===== src/rtl/riscv_trace_pkg.sv =====
// ============================================================================
// Module  : riscv_trace_pkg
// Brief   : Shared types and constants for the retire-trace capture buffer:
//           capture state encoding, trigger-mode codes, entry layout.
// Revision: 1.0 - initial release
// ============================================================================
`default_nettype none

package riscv_trace_pkg;

  // Default geometry of one trace entry.
  localparam int c_XLEN  = 64;
  localparam int c_ILEN  = 32;
  localparam int c_DEPTH = 16;
  localparam int c_TS_W  = 16;

  // Capture state machine encoding (visible on the state output).
  typedef enum logic [1:0] {
    c_ST_IDLE  = 2'd0,
    c_ST_ARMED = 2'd1,
    c_ST_POST  = 2'd2,
    c_ST_DONE  = 2'd3
  } trace_state_e;

  // Trigger qualification modes.
  localparam logic [1:0] c_MODE_IMM    = 2'd0;
  localparam logic [1:0] c_MODE_PC     = 2'd1;
  localparam logic [1:0] c_MODE_INSTR  = 2'd2;
  localparam logic [1:0] c_MODE_MANUAL = 2'd3;

  // Layout of one stored entry, most significant field first.
  typedef struct packed {
    logic [c_TS_W-1:0] ts;
    logic [c_XLEN-1:0] pc;
    logic [c_ILEN-1:0] instr;
    logic [c_XLEN-1:0] result;
  } trace_entry_t;

  // Packed width of one entry for arbitrary field widths.
  function automatic int entry_width(input int ts_w, input int xlen, input int ilen);
    return ts_w + xlen + ilen + xlen;
  endfunction

endpackage

`default_nettype wire


===== src/rtl/trace_ram.sv =====
// ============================================================================
// Module  : trace_ram
// Brief   : DEPTH x WIDTH storage, one write port and one synchronous read
//           port. No reset on contents. A read of the entry being written in
//           the same cycle returns the previous contents.
// Revision: 1.0 - initial release
// ============================================================================
`default_nettype none

module trace_ram #(
  parameter  int DEPTH = 16,
  parameter  int WIDTH = 8,
  localparam int AW    = $clog2(DEPTH)
) (
  input  logic             clk,
  input  logic             i_wr_en,
  input  logic [AW-1:0]    i_wr_addr,
  input  logic [WIDTH-1:0] i_wr_data,
  input  logic             i_rd_en,
  input  logic [AW-1:0]    i_rd_addr,
  output logic [WIDTH-1:0] o_rd_data
);

  logic [WIDTH-1:0] r_mem [DEPTH];
  logic [WIDTH-1:0] r_rd_data;

  // Write port: store one entry per enabled cycle.
  always_ff @(posedge clk) begin
    if (i_wr_en) begin
      r_mem[i_wr_addr] <= i_wr_data;
    end
  end

  // Read port: registered read, old-data on read/write collision.
  always_ff @(posedge clk) begin
    if (i_rd_en) begin
      r_rd_data <= r_mem[i_rd_addr];
    end
  end

  assign o_rd_data = r_rd_data;

endmodule

`default_nettype wire


===== src/rtl/riscv_trace_buffer.sv =====
// ============================================================================
// Module  : riscv_trace_buffer
// Brief   : On-chip retire-trace capture. Records {ts, pc, instr, result} per
//           valid sample into a circular buffer, with trigger qualification,
//           programmable post-trigger depth and oldest-relative readout.
// Revision: 1.0 - initial release
// ============================================================================
`default_nettype none

module riscv_trace_buffer
  import riscv_trace_pkg::*;
#(
  parameter  int XLEN  = c_XLEN,
  parameter  int ILEN  = c_ILEN,
  parameter  int DEPTH = c_DEPTH,
  parameter  int TS_W  = c_TS_W,
  localparam int AW    = $clog2(DEPTH)
) (
  input  logic            clk,
  input  logic            reset,
  input  logic            i_trc_valid,
  input  logic [XLEN-1:0] i_trc_pc,
  input  logic [ILEN-1:0] i_trc_instr,
  input  logic [XLEN-1:0] i_trc_result,
  input  logic            i_arm,
  input  logic [1:0]      i_trig_mode,
  input  logic [XLEN-1:0] i_trig_value,
  input  logic            i_trig_force,
  input  logic [AW:0]     i_post_count,
  output logic [1:0]      o_state,
  output logic [AW:0]     o_entry_count,
  output logic [AW-1:0]   o_trig_index,
  input  logic            i_rd_en,
  input  logic [AW-1:0]   i_rd_addr,
  output logic            o_rd_valid,
  output logic [TS_W-1:0] o_rd_ts,
  output logic [XLEN-1:0] o_rd_pc,
  output logic [ILEN-1:0] o_rd_instr,
  output logic [XLEN-1:0] o_rd_result
);

  localparam int            CW      = AW + 1;
  localparam int            EW      = entry_width(TS_W, XLEN, ILEN);
  localparam logic [CW-1:0] c_FULL  = CW'(DEPTH);

  trace_state_e  r_state;
  trace_state_e  w_state_nxt;
  logic [TS_W-1:0] r_ts;
  logic [AW-1:0]   r_wr_ptr;
  logic [CW-1:0]   r_count;
  logic [CW-1:0]   r_post_rem;
  logic [CW-1:0]   r_post_cfg;
  logic [AW-1:0]   r_trig_index;
  logic            r_rd_valid;

  logic [CW-1:0]   w_post_clamp;
  logic [CW-1:0]   w_post_used;
  logic [CW-1:0]   w_count_inc;
  logic [AW-1:0]   w_trig_idx;
  logic            w_capture;
  logic            w_wr_en;
  logic            w_match;
  logic            w_trig;
  logic            w_enter_done;
  logic [AW-1:0]   w_rd_phys;
  logic            w_rd_ok;
  logic [EW-1:0]   w_wr_data;
  logic [EW-1:0]   w_rd_data;

  // Post-trigger depth larger than the buffer keeps exactly one full buffer.
  assign w_post_clamp = (i_post_count > c_FULL) ? c_FULL : i_post_count;

  // Samples are stored only while capturing; an arm pulse discards the
  // coincident sample because it also restarts the buffer.
  assign w_capture = (r_state == c_ST_ARMED) || (r_state == c_ST_POST);
  assign w_wr_en   = i_trc_valid & w_capture & ~i_arm;
  assign w_count_inc = (r_count == c_FULL) ? r_count : r_count + 1'b1;

  // Trigger comparator for the selected mode; manual mode fires only on force.
  always_comb begin
    w_match = 1'b0;
    case (i_trig_mode)
      c_MODE_IMM:    w_match = 1'b1;
      c_MODE_PC:     w_match = (i_trc_pc == i_trig_value);
      c_MODE_INSTR:  w_match = (i_trc_instr == i_trig_value[ILEN-1:0]);
      c_MODE_MANUAL: w_match = 1'b0;
      default:       w_match = 1'b0;
    endcase
  end

  assign w_trig = (r_state == c_ST_ARMED) & i_trc_valid & ~i_arm & (i_trig_force | w_match);

  // Next-state logic: arm wins from any state, then trigger / post countdown.
  always_comb begin
    w_state_nxt = r_state;
    if (i_arm) begin
      w_state_nxt = c_ST_ARMED;
    end else begin
      case (r_state)
        c_ST_ARMED: begin
          if (w_trig) begin
            w_state_nxt = (w_post_clamp == '0) ? c_ST_DONE : c_ST_POST;
          end
        end
        c_ST_POST: begin
          if (w_wr_en && (r_post_rem == CW'(1))) begin
            w_state_nxt = c_ST_DONE;
          end
        end
        default: w_state_nxt = r_state;
      endcase
    end
  end

  // Trigger position once capture completes: the trigger sits post_count
  // entries behind the newest one, or has been overwritten when that
  // reaches past the oldest entry.
  assign w_enter_done = (w_state_nxt == c_ST_DONE) && (r_state != c_ST_DONE);
  assign w_post_used  = (r_state == c_ST_ARMED) ? w_post_clamp : r_post_cfg;
  assign w_trig_idx   = (w_count_inc > w_post_used) ?
                        AW'(w_count_inc - 1'b1 - w_post_used) : '0;

  // State register.
  always_ff @(posedge clk) begin
    if (reset) begin
      r_state <= c_ST_IDLE;
    end else begin
      r_state <= w_state_nxt;
    end
  end

  // Timestamp, write pointer, fill count, post-trigger countdown, trigger index.
  always_ff @(posedge clk) begin
    if (reset) begin
      r_ts         <= '0;
      r_wr_ptr     <= '0;
      r_count      <= '0;
      r_post_rem   <= '0;
      r_post_cfg   <= '0;
      r_trig_index <= '0;
    end else begin
      r_ts <= r_ts + 1'b1;
      if (i_arm) begin
        r_wr_ptr <= '0;
        r_count  <= '0;
      end else if (w_wr_en) begin
        r_wr_ptr <= r_wr_ptr + 1'b1;
        r_count  <= w_count_inc;
      end
      if (w_trig) begin
        r_post_rem <= w_post_clamp;
        r_post_cfg <= w_post_clamp;
      end else if ((r_state == c_ST_POST) && w_wr_en) begin
        r_post_rem <= r_post_rem - 1'b1;
      end
      if (w_enter_done) begin
        r_trig_index <= w_trig_idx;
      end
    end
  end

  // Oldest-relative address translation and range qualification.
  assign w_rd_phys = r_wr_ptr - r_count[AW-1:0] + i_rd_addr;
  assign w_rd_ok   = i_rd_en & ({1'b0, i_rd_addr} < r_count);

  // Read-valid flag aligned with the one-cycle RAM latency.
  always_ff @(posedge clk) begin
    if (reset) begin
      r_rd_valid <= 1'b0;
    end else begin
      r_rd_valid <= w_rd_ok;
    end
  end

  assign w_wr_data = {r_ts, i_trc_pc, i_trc_instr, i_trc_result};

  trace_ram #(
    .DEPTH (DEPTH),
    .WIDTH (EW)
  ) u_ram (
    .clk       (clk),
    .i_wr_en   (w_wr_en),
    .i_wr_addr (r_wr_ptr),
    .i_wr_data (w_wr_data),
    .i_rd_en   (i_rd_en),
    .i_rd_addr (w_rd_phys),
    .o_rd_data (w_rd_data)
  );

  // Invalid reads return zeros rather than stale RAM contents.
  assign {o_rd_ts, o_rd_pc, o_rd_instr, o_rd_result} = r_rd_valid ? w_rd_data : '0;

  assign o_rd_valid    = r_rd_valid;
  assign o_state       = r_state;
  assign o_entry_count = r_count;
  assign o_trig_index  = r_trig_index;

endmodule

`default_nettype wire


===== config.mk =====
export PLATFORM = sky130hd
export DESIGN_NAME = riscv_trace_buffer
export DESIGN_NICKNAME = d
export VERILOG_FILES = /design/src/rtl/riscv_trace_pkg.sv /design/src/rtl/trace_ram.sv /design/src/rtl/riscv_trace_buffer.sv
export SDC_FILE = /design/constraint.sdc
export NUM_CORES = 2
export LEC_CHECK = 0
export ABC_CLOCK_PERIOD_IN_PS = 15900
export CAP_MARGIN = 20
export CORE_MARGIN = 2
export CORE_UTILIZATION = 50
export DETAILED_ROUTE_END_ITERATION = 10
export DONT_BUFFER_PORTS = 1
export GPL_TIMING_DRIVEN = 0
export PLACE_DENSITY = 0.76
export SLEW_MARGIN = 25
export SYNTH_ARGS = -nofsm -noshare
export SYNTH_HDL_FRONTEND = slang
export SYNTH_SLANG_ARGS = --single-unit

===== constraint.sdc =====
create_clock -name clk -period 15.9 [get_ports clk]
set_input_delay 3.18 -clock clk [delete_from_list [all_inputs] [get_ports clk]]
set_output_delay 3.18 -clock clk [all_outputs]
set_load 0.03 [all_outputs]

* Word-level counts from Yosys, hierarchy flattened *
Memory sizes are Yosys's and may differ from the RTL's. A register that Yosys moved wholly into a read port is not among the register bits.
Index checks and enable logic that the tools add are counted.

cells by class
  add/subtract/negate cells = 8
  magnitude comparators = 3
  equality and inequality tests = 11
  mux-type cells = 15
  bitwise logic cells = 8
  reduce and logical (&&, ||, !) cells = 8

operators by type and width
  operator                                               number
  2-to-1 mux 176 bit                                     1
  equality test 64 bit                                   1
  equality test 32 bit                                   1
  2-to-1 mux 5 bit                                       5
  adder 16 x 1 -> 16 bit (second input constant)         1
  equality test 2 bit (second input constant)            4
  subtractor 4 bit                                       2
  bitwise AND 1 bit                                      6
  2-to-1 mux 2 bit                                       3
  adder 5 x 1 -> 5 bit (second input constant)           1
  equality test 5 x 1 -> 1 bit (second input constant)   1
  equality test 5 bit (second input constant)            1
  greater-than comparator 5 bit                          1
  greater-than comparator 5 bit (second input constant)  1
  logical NOT 5 bit                                      1
  < comparator 4 x 5 -> 1 bit                            1
  subtractor 5 x 1 -> 5 bit (second input constant)      1
  adder 4 x 1 -> 4 bit (second input constant)           1
  adder 4 bit                                            1
  equality test 2 x 1 -> 1 bit (second input constant)   2
  2-to-1 mux 4 bit                                       1
  case mux 1 bit (4 select lines)                        1
  case mux 2 bit (2 select lines)                        1
  subtractor 4 x 1 -> 4 bit (second input constant)      1
  9 further kinds                                        13

word-level totals
  bits in registers = 42
  bits in writable memories = 2,816
  output and inout port bits = 188
  logic and storage cells = 62
  memories = 1

memories
  name         words  bits a word  read ports  clocked after Yosys merged registers in  wr ports  RTL line         RTL
  u_ram.r_mem  16     176          1           1                                        1         trace_ram.sv:24  logic [WIDTH-1:0] r_mem [DEPTH];

* Logic depth before layout (Yosys ltp) *
  word-level depth = 10
  depth in mapped cells = 14
  gate-level depth less buffers = 13

* Cells and area by module *
From an unflattened synthesis, not the netlist that was laid out.

unflattened totals
  cells, all modules = 5,219
  area total of the unflattened synthesis = 115,660.9 µm²

modules (own cells, without submodules)
  module              instances  cells an instance  area an instance (µm²)  seq. area each (µm²)
  trace_ram           1          4,601              110,896.4               89,846.2
  riscv_trace_buffer  1          618                4,764.6                 840.8

* Worst setup path after synthesis *
OpenSTA, ideal clock, no wires.

  kind = input-to-reg
  from = input i_arm
  to = memory u_ram.r_mem[0][0] (netlist name) (enable)
  arrival = 16.052 ns
  required time = 14.973 ns
  path slack = -1.079 ns
  stages = 4
  buffers on the path = 1
  cells stage by stage = nor3b_1 -> clkbuf_1 -> nand2_1 -> nor3_1

on the way
  longest elaborated chain between the ends = 4

RTL lines
  element                                 RTL line                  RTL
  start, declared                         riscv_trace_buffer.sv:25  input logic i_arm,
  NOT 1 bit                               riscv_trace_buffer.sv:76  assign w_wr_en = i_trc_valid & w_capture & ~i_arm;
  bitwise AND 1 bit                       riscv_trace_buffer.sv:76
  2-to-1 mux 1 bit                        trace_ram.sv:29           if (i_wr_en) begin
  2-to-1 mux 1 bit (implied by the code)  trace_ram.sv:30           r_mem[i_wr_addr] <= i_wr_data;
  end, declared                           trace_ram.sv:24

Every way passes these cells.

* Worst setup path in the final report *
  from = register r_rd_valid, in the netlist o_rd_valid
  to = output o_rd_instr[21]

on the way
  longest elaborated chain between the ends = 1

RTL lines
  element                 RTL line                   RTL
  start, declared         riscv_trace_buffer.sv:54   logic r_rd_valid;
  start signal, assigned  riscv_trace_buffer.sv:171  r_rd_valid <= w_rd_ok;
  2-to-1 mux 176 bit      riscv_trace_buffer.sv:191  assign {o_rd_ts, o_rd_pc, o_rd_instr, o_rd_result} = r_rd_valid ? w_rd_data : '0;
  end, declared           riscv_trace_buffer.sv:38   output logic [ILEN-1:0] o_rd_instr,

Every way passes these cells.

==> impl_summary.txt <==
----------------------------------------------------
[Status]
  Outcome ... complete, no violations

[STA]
  Total negative slack ... 0 ns
  Setup violators final ... 0
  Transition at the pin with the smallest max-transition slack ... 1.13 ns
  Number of failing hold endpoints at the final stage ... 0
  Pins over their slew limit ... 0
  Clock Skews ... 0.0439 ns
  Maximum clock rate ... 145 MHz
  Final cycle utilization of the critical path ... 0.433
  Post-layout min period ... 6.88 ns
  Tightest hold margin ... 0.511 ns
  Relative max-transition margin ... 0.240
  Setup repair after global routing missed its margin ... false

[Die]
  Height of the die ... between 400 and 500 um
  Std cell rows ... 176
  Count of boundary I/O pins ... ~430
  Die area ... 234000 um2
  Core Box Area ... 230000 um2
  X dimension of the die ... 484 um
  Initial core utilization ... 0.502

[Finish]
  Number of nets in the layout ... 5536
  Share of final-layout standard cells stronger than drive strength 1 ... 0.307
  Final core utilization ... 0.585
  Synthesis-to-layout area growth ... 16.6%

[Global route]
  Fraction of met2 tracks used by global routing ... 0.431
  Met1 layer usage reported by global route ... 0.340
  Maximum number of pins on one net before global-route repair ... 178
  Grt ovf ... 0
  Initial antenna violation count ... 16
  Wire length of the first global-routing pass ... 435000 um
  Global-route layer with the greatest usage ... met2
  Met3 Use GR ... 0.0772
  Total track usage ... 0.266
  Number of global-route vias before repair ... ~57k

[Pwr]
  Switching power of the nets ... 3.66 mW
  Total Power Consumption ... approximately 17 mW
  Cell area power density ... 128 nW/um2
  VDD IR max ... 0.0954 mV
  Switching power as a share of total power ... 0.212
  Combinational Power Share ... 0.070
  Fraction of power consumed by sequential logic ... 0.519
  Part of the total power dissipated in the clock network ... 0.411
  Leak ... between 40 and 50 nW
  Cell-internal power ... 13.6 mW

[Synth]
  Total nets after synthesis ... 4968
  Commonest cells post-synth ... edfxtp_1 (2992), mux4_2 (880), and2_1 (177)
  Multiplexer share of the synthesized area ... 0.174
  Most frequent cell after synthesis ... edfxtp_1
  Seq cells post-synth ... 3034
  Count of flip-flops with a built-in enable after synthesis ... 2992
  Largest family of logic cells by synthesized area ... multiplexers
  Fraction of the mapped netlist area in simple logic gates ... 0.0164
  Cell type with the largest total area after synthesis ... edfxtp_1
  Post-synth design cell area ... 115000 um2
  Count of synthesis-stage warnings from yosys ... 0
  Number of cells produced by synthesis ... 4697
  Share of synthesized registers carrying an async set or reset ... 0
  Synthesized area divided by synthesized cell count ... 24.5 um2
  Area fraction of the dominant cell type after synthesis ... 0.779
  Synthesized-area fraction occupied by ao, oa, aoi and oai cells ... 0.00155
  Adder-Cell Fraction of Synth Area ... 0.00352
  Sequential area share after synthesis ... 0.787
  Xor and xnor area share after synthesis ... 0.00988
  Prevailing post-synth register cell ... edfxtp_1
  Count of cell types in the netlist ... 41
  Top post-synthesis cells by area ... edfxtp_1 (78%), mux4_2 (17%), and2_1 (0.96%)

[Setup path]
  Startpoint class of the critical path ... register
  Critical Setup Path Class ... reg -> out
  Required time at the endpoint of the critical path ... 12.72 ns
  Worst-path fanout max ... 10
  Data arrival at the endpoint of the critical path ... 3.70 ns
  CP endpoint kind ... output port

[Clock network]
  Clock latency on the worst-skew pair ... 0.95 ns
  Clock input transition at the sequential cells of the worst setup and hold paths ... roughly 0.06 ns
  Clock Root Buffer ... clkbuf_16
  Clk sinks ... between 3k and 4k
  Number of gates given a new drive strength after cts ... 0
  Clk buf depth ... 4
  Number of post-CTS setup repair buffers ... 0
  TritonCTS clock tree ... yes
  Number of buffers inserted for hold repair after clock tree synthesis ... 0
  Total CTS buffers ... 310
  Level count of the clock H-tree ... 5

[Route]
  Via density per instance ... 6.51
  Total iterations of the first detailed-routing run ... 5
  Violation count after the first detailed-route iteration ... 7817
  Routed length per placed instance ... 36.6 um
  Vias ... 55.5k
  Total Wirelength ... 312000 um
  Count of antenna-violating nets left after detailed routing ... 0
  DR DRC count ... 0

[Placement]
  Global placement routability congestion ... 0.818
  DP HPWL ... 200000 um
  Port Buffer Count ... 0

[Job]
  Max-capacitance violation count ... 0

[Hold path]
  Classification of the worst-slack hold path ... reg -> reg

----------------------------------------------------
kinds of logic after synthesis:
group / after synthesis
compound gates: 24
xor+xnor: 130
fa+ha+maj: 30
buf+inv: 248
flops: 3034
mux: 897
simple gates: 334
registers in the layout, indices dropped and copies added (netlist names), 2 cells and up:
name	cells
o_entry_count	5
o_state	2
o_trig_index	4
r_post_cfg	5
r_post_rem	5
r_ts	16
r_wr_ptr	4
u_ram.o_rd_data	176
u_ram.r_mem	2816
power groups by stage:
stage	clock network [mW]	logic (mW)	registers [mW]
CTS	7.16	1.22	8.94
global placement	0	1.16	9.12
global route	7.43	1.27	8.95
detailed placement	0	1.20	9.11
finish	7.08	1.21	8.95
floorplan	0	0.815	9.10
layer usage:
layer,vias up,routed length (um),share of wire
met3,623,35600,0.11
met2,3855,154000,0.49
met4,6,13400,0.043
met5,-,41,0.00013
li1,21200,-,-
met1,29700,109000,0.35
path summary, 6_finish.rpt:
kind / from / end / slack, ns / cells after the start
worst max-delay path: o_rd_valid / o_rd_instr[21] / 9.02 / 3
worst min-delay path: r_post_cfg[0] / r_post_cfg[0] / 0.51 / 2
worst max register to register: o_entry_count[0] / u_ram.o_rd_data[166] / 10.68 / 10
worst min register to register: r_post_cfg[0] / r_post_cfg[0] / 0.51 / 2
through the flow:
step                      worst slack (ns)  instances  area, um2
final                                 9.02       8525     134000
after global routing                  8.91       8517     134000
after CTS                             8.92       8515     134000
after detailed placement              7.94       7977     125000
after global placement               -6.81       7723     119000
after floorplan                       3.65       4697     115000
final cells by class:
class | instances | area [um2]
Fill cell | 15400 | 95300
Sequential cell | 3034 | 90700
Multi-Input combinational cell | 1415 | 23800
Clock buffer | 379 | 8160
Timing Repair Buffer | 256 | 5330
Tap cell | 3026 | 3790
Clock inverter | 159 | 1510
Buffer | 226 | 980
Inverter | 22 | 82.6
Antenna cell | 8 | 20.0
critical path: stages, from the launching register on:
cell and delay (ns):
dfxtp_2 0.78, clkbuf_2 0.67, clkbuf_1 0.56, and2_1 0.72
cells in the final DEF, fill, tap and decap left out, types with 29 or more instances in the layout:
cell type  synthesis  layout
and2_1           177     177
buf_12             0      45
buf_16             0     117
buf_2             22      34
buf_6              1      52
buf_8              0      42
bufinv_16          0      29
clkbuf_1         155     177
clkbuf_16          0     315
clkbuf_2           0      65
clkinv_1           0      62
clkinv_2           0      44
dfxtp_1           42      41
edfxtp_1        2992    2992
mux4_2           880     880
nor2_1            57      45
xnor2_1           83      73
xor2_1            47      47
No activity file was read; power rests on OpenSTA's default activity.
